## src/rtl/mul_job_dispatcher_pkg.sv

```systemverilog
// Shared types and defaults for the multiplier job dispatcher.
// Holds the FSM state encoding and the timer-width helper.
package mul_pkg;

  typedef enum logic [1:0] {
    IDLE   = 2'd0,
    LAUNCH = 2'd1,
    RUN    = 2'd2,
    DONE   = 2'd3
  } state_e;

  localparam int MUL_BW      = 16;
  localparam int MUL_DEPTH   = 4;
  localparam int MUL_TIMEOUT = 1024;

  // Timer must reach TIMEOUT-1; keep at least one bit for tiny timeouts.
  function automatic int timer_w(input int timeout);
    return (timeout <= 2) ? 1 : $clog2(timeout);
  endfunction

endpackage

```

## src/rtl/mul_job_fifo.sv

```systemverilog
// Operand-pair FIFO: wrap-bit pointers plus an occupancy count.
// Head entry is visible combinationally; no write-through bypass.
module mul_job_fifo #(
  parameter int W     = 32,
  parameter int DEPTH = 4
) (
  input  logic         clk_i,
  input  logic         rst_ni,
  input  logic         push_i,
  input  logic [W-1:0] wdata_i,
  input  logic         pop_i,
  output logic [W-1:0] rdata_o,
  output logic         full_o,
  output logic         empty_o
);

  localparam int AW = $clog2(DEPTH);

  logic [W-1:0] mem_q [DEPTH];
  logic [AW:0]  wptr_q, wptr_d;
  logic [AW:0]  rptr_q, rptr_d;
  logic [AW:0]  count_q, count_d;
  logic         do_push, do_pop;

  assign full_o  = (count_q == (AW+1)'(DEPTH));
  assign empty_o = (wptr_q == rptr_q);
  assign do_push = push_i && !full_o;
  assign do_pop  = pop_i && !empty_o;
  assign rdata_o = mem_q[rptr_q[AW-1:0]];

  always_comb begin
    wptr_d  = wptr_q;
    rptr_d  = rptr_q;
    count_d = count_q;
    if (do_push) wptr_d = wptr_q + 1'b1;
    if (do_pop)  rptr_d = rptr_q + 1'b1;
    case ({do_push, do_pop})
      2'b10:   count_d = count_q + 1'b1;
      2'b01:   count_d = count_q - 1'b1;
      default: count_d = count_q;
    endcase
  end

  always_ff @(posedge clk_i or negedge rst_ni) begin
    if (!rst_ni) begin
      wptr_q  <= '0;
      rptr_q  <= '0;
      count_q <= '0;
    end else begin
      wptr_q  <= wptr_d;
      rptr_q  <= rptr_d;
      count_q <= count_d;
    end
  end

  // Storage carries data only, so it is left out of reset.
  always_ff @(posedge clk_i) begin
    if (do_push) mem_q[wptr_q[AW-1:0]] <= wdata_i;
  end

endmodule

```

## src/rtl/mul_job_dispatcher.sv

```systemverilog
// Feeds an ST/RD handshaked multiplier from an operand FIFO, one job at a
// time, and returns each product (or a timeout error) on a result stream.
module mul_job_dispatcher
  import mul_pkg::*;
#(
  parameter int BW      = MUL_BW,
  parameter int DEPTH   = MUL_DEPTH,
  parameter int TIMEOUT = MUL_TIMEOUT
) (
  input  logic          CLK,
  input  logic          RST,
  input  logic          IN_VALID,
  output logic          IN_READY,
  input  logic [BW-1:0] IN_A,
  input  logic [BW-1:0] IN_B,
  output logic          OUT_VALID,
  input  logic          OUT_READY,
  output logic [BW-1:0] OUT_RES,
  output logic          OUT_ERR,
  output logic          M_ST,
  output logic [BW-1:0] M_IN0,
  output logic [BW-1:0] M_IN1,
  input  logic          M_RD,
  input  logic [BW-1:0] M_RES,
  output logic          BUSY
);

  localparam int            TW   = timer_w(TIMEOUT);
  localparam logic [TW-1:0] TMAX = TW'(TIMEOUT - 1);

  state_e          state_q, state_d;
  logic [BW-1:0]   in0_q, in0_d;
  logic [BW-1:0]   in1_q, in1_d;
  logic [BW-1:0]   res_q, res_d;
  logic            err_q, err_d;
  logic [TW-1:0]   timer_q, timer_d;

  logic [2*BW-1:0] fifo_head;
  logic            fifo_full, fifo_empty;
  logic            pop;

  mul_job_fifo #(
    .W     (2*BW),
    .DEPTH (DEPTH)
  ) u_fifo (
    .clk_i   (CLK),
    .rst_ni  (RST),
    .push_i  (IN_VALID),
    .wdata_i ({IN_A, IN_B}),
    .pop_i   (pop),
    .rdata_o (fifo_head),
    .full_o  (fifo_full),
    .empty_o (fifo_empty)
  );

  always_ff @(posedge CLK or negedge RST) begin
    if (!RST) begin
      state_q <= IDLE;
      in0_q   <= '0;
      in1_q   <= '0;
      res_q   <= '0;
      err_q   <= 1'b0;
      timer_q <= '0;
    end else begin
      state_q <= state_d;
      in0_q   <= in0_d;
      in1_q   <= in1_d;
      res_q   <= res_d;
      err_q   <= err_d;
      timer_q <= timer_d;
    end
  end

  // Operands are only reloaded on the IDLE->LAUNCH edge, so they stay put
  // for the whole recursion the multiplier runs on them.
  always_comb begin
    state_d = state_q;
    in0_d   = in0_q;
    in1_d   = in1_q;
    res_d   = res_q;
    err_d   = err_q;
    timer_d = timer_q;
    case (state_q)
      IDLE: begin
        if (pop) begin
          state_d = LAUNCH;
          in0_d   = fifo_head[2*BW-1:BW];
          in1_d   = fifo_head[BW-1:0];
          timer_d = '0;
        end
      end
      LAUNCH: begin
        if (timer_q == TMAX) begin
          state_d = DONE;
          res_d   = '0;
          err_d   = 1'b1;
        end else begin
          timer_d = timer_q + 1'b1;
          if (!M_RD) state_d = RUN;
        end
      end
      RUN: begin
        if (M_RD) begin
          state_d = DONE;
          res_d   = M_RES;
          err_d   = 1'b0;
        end else if (timer_q == TMAX) begin
          state_d = DONE;
          res_d   = '0;
          err_d   = 1'b1;
        end else begin
          timer_d = timer_q + 1'b1;
        end
      end
      DONE: begin
        if (OUT_READY) state_d = IDLE;
      end
      default: state_d = IDLE;
    endcase
  end

  // Launch waits for M_RD high so a timed-out multiplier is never restarted.
  always_comb begin
    pop       = (state_q == IDLE) && !fifo_empty && M_RD;
    M_ST      = (state_q == LAUNCH);
    OUT_VALID = (state_q == DONE);
    BUSY      = (state_q != IDLE) || !fifo_empty;
    IN_READY  = !fifo_full;
    M_IN0     = in0_q;
    M_IN1     = in1_q;
    OUT_RES   = res_q;
    OUT_ERR   = err_q;
  end

endmodule
```

## config.mk

```make
export PLATFORM = sky130hd
export DESIGN_NAME = mul_job_dispatcher
export DESIGN_NICKNAME = d
export VERILOG_FILES = /design/src/rtl/mul_job_dispatcher_pkg.sv /design/src/rtl/mul_job_fifo.sv /design/src/rtl/mul_job_dispatcher.sv
export SDC_FILE = /design/constraint.sdc
export NUM_CORES = 1
export LEC_CHECK = 0
export CAP_MARGIN = 20
export CORE_MARGIN = 5
export CORE_UTILIZATION = 36
export DETAILED_ROUTE_END_ITERATION = 10
export PLACE_DENSITY = 0.54
export SYNTH_ARGS = -nofsm -noshare
export SYNTH_HDL_FRONTEND = slang
export SYNTH_SLANG_ARGS = --single-unit
```

## constraint.sdc

```tcl
create_clock -name CLK -period 3.7 [get_ports CLK]
set_clock_uncertainty 0.05 [all_clocks]
set_input_delay 0.37 -clock CLK [delete_from_list [all_inputs] [get_ports CLK]]
set_output_delay 0.37 -clock CLK [all_outputs]
set_load 0.02 [all_outputs]
```

==> results.cfg, run 1 <==
[cells_and_area]
nNetsFinal = 590
finalNonFillerCells = 816
mostFrequentLayoutCells = edfxtp_1 (128), clkdlybuf4s50_1 (104), dfrtp_1 (68)
drive_above_1_share = 0.222
fillers = 1888
area_delta_synth_final_pct = 24.5
antenna_cells = 0
layout_commonest_cell = edfxtp_1

[timing]
finalHoldViolations = 0
drv_slew = 0
hold_ws_ns = 0.369
rsz0062_at_grt = false
setup_tns_ns = 0
fin_crit_sh = 0.784
fin_crit_ns = 2.90
setup_violations = 0
maxClockFrequency_mhz = 345
worst_pin_slew_ns = 0.962
fin_ws_ns = 0.798
max-slew-margin-rel = 0.359

[clock_network]
clockBufferDepth = 2
cts_hold_buf = 0
cts_tree = yes
cts_setup_buffers = 0
htreeDepth = 4
path_clk_slew_ns = 0.08
cts_resized = 0
cts_root_buffer = clkbuf_16
clock-sinks = 198
cts_buffers = 17
clk_latency_ns = 0.43

[grt]
grt_max_degree = 71
grt_overflow = 0
first_global_vias = 4394
grt_pass1_wl_um = 24700
antenna_found_initial = 1
track_usage = 0.131

[setup_path]
critPathKind = reg2out
r2r-start = u_fifo.rptr_q[1]$_DFFE_PN0P_
regToRegSetupSlack_ns = 1.15
critPathMaxFanout = 35
startpoint = u_fifo.rptr_q[1]$_DFFE_PN0P_
reg2reg_to = u_fifo.count_q[1]$_DFFE_PN0P_
rr_worst_depth = 5
start_kind = register
crit_path_end_kind = primary output
arrival_ns = 2.48
required_ns = 3.28

[power]
swShare = 0.335
p_int_w = 0.00540
p_comb_frac = 0.356
leakage_nw = 3.57
p_sw_w = 0.00272
max-vdd-ir-drop_v = 0.000364
seqPwrFrac = 0.418
p_clk_frac = 0.226
powerDensity_nw_per_um2 = 828

[floorplan]
die-height_um = 158
row_count = 54
die_x_um = 158
pin_count = 106
dieArea_um2 = 24900
coreArea_um2 = 21700
initial_core_util = 0.363

[place]
preCtsSetupSlack_ns = 1.08
dp_cells = 782
hpwl_um = 9460
gp_congestion = 0.747
io_buffers = 105

[yosys]
syn_area_um2 = 7880
yosysWarnings = 0
synth-seq-cells = 198
postSynthAreaPerCell_um2 = 19.1
syn_inst = 413
yosys.cell_types.count = 50
synth_flop_cell = edfxtp_1
synth_nets = 480
async_reset_ff_frac = 0.354
yosysSeqAreaShare = 0.710
synth-edff-count = 128

[route]
routed_wl_um = 15700
drtAntennaViolNets = 0
drt_iter0_drc = 217
vias_per_cell = 5.05
drc = 0
num_vias = 4122
first_pass_iters = 5
wl_per_cell_um = 19.3

[flow_run]
drv_cap = 0

[hold_path]
hold_class = in2async

[status]
run_status = finished clean
[critical path, cell delays in order (launching register included)]
cell	delay (ns)
dfrtp_2	0.99
xnor2_2	0.24
nand4_1	0.20
clkdlybuf4s50_1	0.63
[cell families after synthesis]
group | after synthesis | share of synthesized area
simple gates | 45 | 0.0334
flops | 198 | 0.710
buf+inv | 26 | 0.0197
mux | 69 | 0.144
xor+xnor | 10 | 0.0140
fa+ha+maj | 14 | 0.0232
compound gates | 51 | 0.0556
[final cells by class]
type	count	area [um^2]	share of cell area
Clock inverter	13	153	0.0156
Timing Repair Buffer	109	1100	0.112
Inverter	8	30.0	0.00306
Multi-Input combinational cell	189	2130	0.217
Clock buffer	19	443	0.0452
Sequential cell	198	5600	0.571
Tap cell	280	350	0.0357
[worst max path at each step]
stage | to | slack (ns) | depth (start not counted)
floorplan | u_fifo.count_q[1]$_DFFE_PN0P_ | 1.35 | 8
global placement | M_IN1[8]$_DFFE_PN0P_ | 1.11 | 4
detailed placement | M_IN0[15]$_DFFE_PN0P_ | 1.08 | 4
CTS | BUSY | 0.72 | 3
global route | BUSY | 0.68 | 3
finish | BUSY | 0.80 | 3
[metrics by stage]
stage	util	total power (W)	cell area (um^2)
finish	0.452	0.00812	9810
global route	0.452	0.00857	9810
CTS	0.450	0.00825	9770
detailed placement	0.423	0.00639	9170
global placement	0.423	0.00634	9170
floorplan	-	0.00527	7880
[power groups by stage]
| stage | combinational, W | sequential (W) | clock, W |
|---|---|---|---|
| 3_3_place_gp | 0.00291 | 0.00343 | 0 |
| 3_5_place_dp | 0.00294 | 0.00345 | 0 |
| 5_1_grt | 0.00313 | 0.00348 | 0.00196 |
| 2_1_floorplan | 0.00166 | 0.00361 | 0 |
| 4_1_cts | 0.00295 | 0.00341 | 0.00188 |
| 6_report | 0.00289 | 0.00339 | 0.00184 |
[metal layers]
metal	global-route usage	wire, um
met3	0.0323	753
met2	0.220	8030
met1	0.168	6740
met5	0	13
met4	0.0406	193
[flip-flops by register name, indices dropped and copies added (netlist names)]
| name | cells |
|---|---|
| state_q | 2 |
| u_fifo.wptr_q | 3 |
| u_fifo.rptr_q | 3 |
| M_IN1 | 16 |
| M_IN0 | 16 |
| OUT_ERR | 1 |
| OUT_RES | 16 |
| u_fifo.count_q | 3 |
| timer_q | 10 |
| u_fifo.mem_q | 128 |
[cell usage after synthesis, types with 2 or more instances]
master / number / area share
buf_4: 2 / 0.0019
xnor2_2: 3 / 0.0062
ha_1: 13 / 0.021
a22o_1: 18 / 0.020
nor2_1: 4 / 0.0019
clkbuf_1: 6 / 0.0029
dfrtp_1: 70 / 0.22
inv_1: 8 / 0.0038
mux2_2: 33 / 0.047
o21ai_0: 5 / 0.0032
xnor2_1: 4 / 0.0044
xor2_1: 3 / 0.0033
nand3_1: 4 / 0.0025
o211a_1: 3 / 0.0038
and4_1: 2 / 0.0022
and3_1: 6 / 0.0048
a21oi_1: 6 / 0.0038
nand2_1: 8 / 0.0038
buf_6: 6 / 0.0086
nor3_1: 2 / 0.0013
o41ai_2: 2 / 0.0041
buf_2: 4 / 0.0025
edfxtp_1: 128 / 0.49
o2111ai_1: 2 / 0.0022
mux2i_1: 3 / 0.0038
nand4_1: 6 / 0.0048
a31oi_1: 3 / 0.0024
a211oi_1: 2 / 0.0019
or2_2: 2 / 0.0016
and2_1: 4 / 0.0032
mux4_2: 32 / 0.091
No activity file was read; power rests on OpenSTA's default activity.
==> run 2: changes to the inputs <==
PLACE_DENSITY = 0.56   (was 0.54)
clock period = 2.35 ns   (was 3.7 ns; I/O delays follow)
==> run 2 against run 1 <==
Effect of this change:
- clock-buffer cell count rose by 4
- clock power is 64% higher
- register-to-register slack worse by 1.0 ns
- total power up 60%
- wire length is 1.6% higher
- sequential cell count unchanged
- die area unchanged
- cell count rose by 1.1%
- critical path depth up 3
- sequential power is 55% higher
- first-iteration DRC count shrank 2.3%
- combinational power increased by 63%
- largest power group unchanged
- highest routed layer is now met4
==> results.cfg, run 2 (same netlist as run 1, synthesis figures left out) <==
[status]
run_status = finished clean

[route]
routed_wl_um = 16000
drtAntennaViolNets = 0
num_vias = 4117
wl_per_cell_um = 19.4
first_pass_iters = 4
drc = 0
vias_per_cell = 4.99
drt_iter0_drc = 212

[cells_and_area]
area_delta_synth_final_pct = 25.5
drive_above_1_share = 0.235
fillers = 1876
finalNonFillerCells = 825
multiInputGateArea_um2 = 2140
antenna_cells = 0
seq_area_um2 = 5600
mostFrequentLayoutCells = edfxtp_1 (128), clkdlybuf4s50_1 (103), dfrtp_1 (68)
layout_commonest_cell = edfxtp_1
largest_reg_flops = 128
nNetsFinal = 599

[timing]
maxClockFrequency_mhz = 449
setup_tns_ns = 0
fin_crit_sh = 0.948
rsz0062_at_grt = false
finalHoldViolations = 0
max-slew-margin-rel = 0.365
fin_crit_ns = 2.23
fin_ws_ns = 0.121
drv_slew = 0
setup_violations = 0
worst_pin_slew_ns = 0.953

[grt]
grt_max_degree = 36
grt_pass1_wl_um = 25300
track_usage = 0.135
grt_overflow = 0
first_global_vias = 4520
antenna_found_initial = 0

[floorplan]
die-height_um = 158
initial_core_util = 0.363
dieArea_um2 = 24900
row_count = 54
coreArea_um2 = 21700
pin_count = 106
die_x_um = 158

[clock_network]
htreeDepth = 4
clock-sinks = 198
cts_setup_buffers = 0
clockBufferDepth = 2
path_clk_slew_ns = 0.07
clk_latency_ns = 0.42
cts_root_buffer = clkbuf_16
cts_tree = yes
cts_buffers = 17

[place]
dp_cells = 792
gp_congestion = 0.776
io_buffers = 105
preCtsSetupSlack_ns = 0.101
hpwl_um = 9980

[flow_run]
drv_cap = 0

[setup_path]
arrival_ns = 2.48
crit_path_end_kind = register
required_ns = 2.60
critPathMaxFanout = 6
critPathKind = reg2reg
start_kind = register

[power]
max-vdd-ir-drop_v = 0.000569
powerDensity_nw_per_um2 = 1310
leakage_nw = 3.62

[hold_path]
hold_class = in2async
-- run 2: cell types whose count changed in the layout (fill, tap and decap cells not counted), moves of 3 or more --
| cell | delta |
|---|---|
| clkbuf_1 | +3 |
| clkinv_8 | -4 |
| buf_4 | +9 |
| bufinv_16 | +3 |
| inv_6 | -3 |
-- run 2: final cells by class --
type,count,area share
Timing Repair Buffer,118,0.118
Multi-Input combinational cell,189,0.216
Inverter,8,0.00304
Clock inverter,9,0.0143
Clock buffer,23,0.0473
Tap cell,280,0.0354
Sequential cell,198,0.566
-- run 2: worst paths after layout --
path / from / endpoint / slack (ns) / cells after the start
max: u_fifo.count_q[0]$_DFFE_PN0P_ / u_fifo.count_q[1]$_DFFE_PN0P_ / 0.12 / 6
min: RST / M_IN1[0]$_DFFE_PN0P_ / 0.28 / 2
max reg2reg: u_fifo.count_q[0]$_DFFE_PN0P_ / u_fifo.count_q[1]$_DFFE_PN0P_ / 0.12 / 6
min reg2reg: u_fifo.count_q[2]$_DFFE_PN0P_ / u_fifo.count_q[2]$_DFFE_PN0P_ / 0.41 / 1
max in group asynchronous: RST / OUT_RES[12]$_DFFE_PN0N_ / 1.35 / 3
min in group CLK: M_RES[15] / OUT_RES[15]$_DFFE_PN0N_ / 0.36 / 2
-- run 2: worst max-delay path: stages (launching register included) --
cell	delay, ns
dfrtp_1	0.43
or3b_1	0.46
and2_1	0.23
inv_1	0.07
ha_2	0.20
fa_1	0.42
mux2_2	0.27
-- run 2: per-layer routing --
metal / vias to the layer above / GRT usage / wire length [um]
met1: 2133 / 0.176 / 7110
met3: 21 / 0.0342 / 695
li1: 1882 / - / -
met2: 81 / 0.219 / 7910
met5: - / 0 / 0
met4: 0 / 0.0471 / 274
-- run 2: repair_timing --
action                     CTS  global route
hold buffers                 1             0
hold endpoints to repair    30             0
resized for setup            0             3
setup endpoints to repair    0             2
-- run 2: power by group --
part           internal [W]  total (W)  switching [W]
clock               0.00175    0.00301        0.00126
combinational       0.00235    0.00472        0.00237
sequential          0.00476    0.00524       0.000477
total               0.00885     0.0130        0.00411
-- run 2: per-stage QoR --
| step | hold WS [ns] | utilization | total power, W | area, um^2 |
|---|---|---|---|---|
| 2_1_floorplan | -0.111 | - | 0.00830 | 7880 |
| 3_3_place_gp | 0.207 | 0.427 | 0.0101 | 9260 |
| 3_5_place_dp | 0.210 | 0.427 | 0.0101 | 9260 |
| 4_1_cts | 0.300 | 0.456 | 0.0132 | 9880 |
| 5_1_grt | 0.334 | 0.456 | 0.0137 | 9890 |
| 6_report | 0.280 | 0.456 | 0.0130 | 9890 |
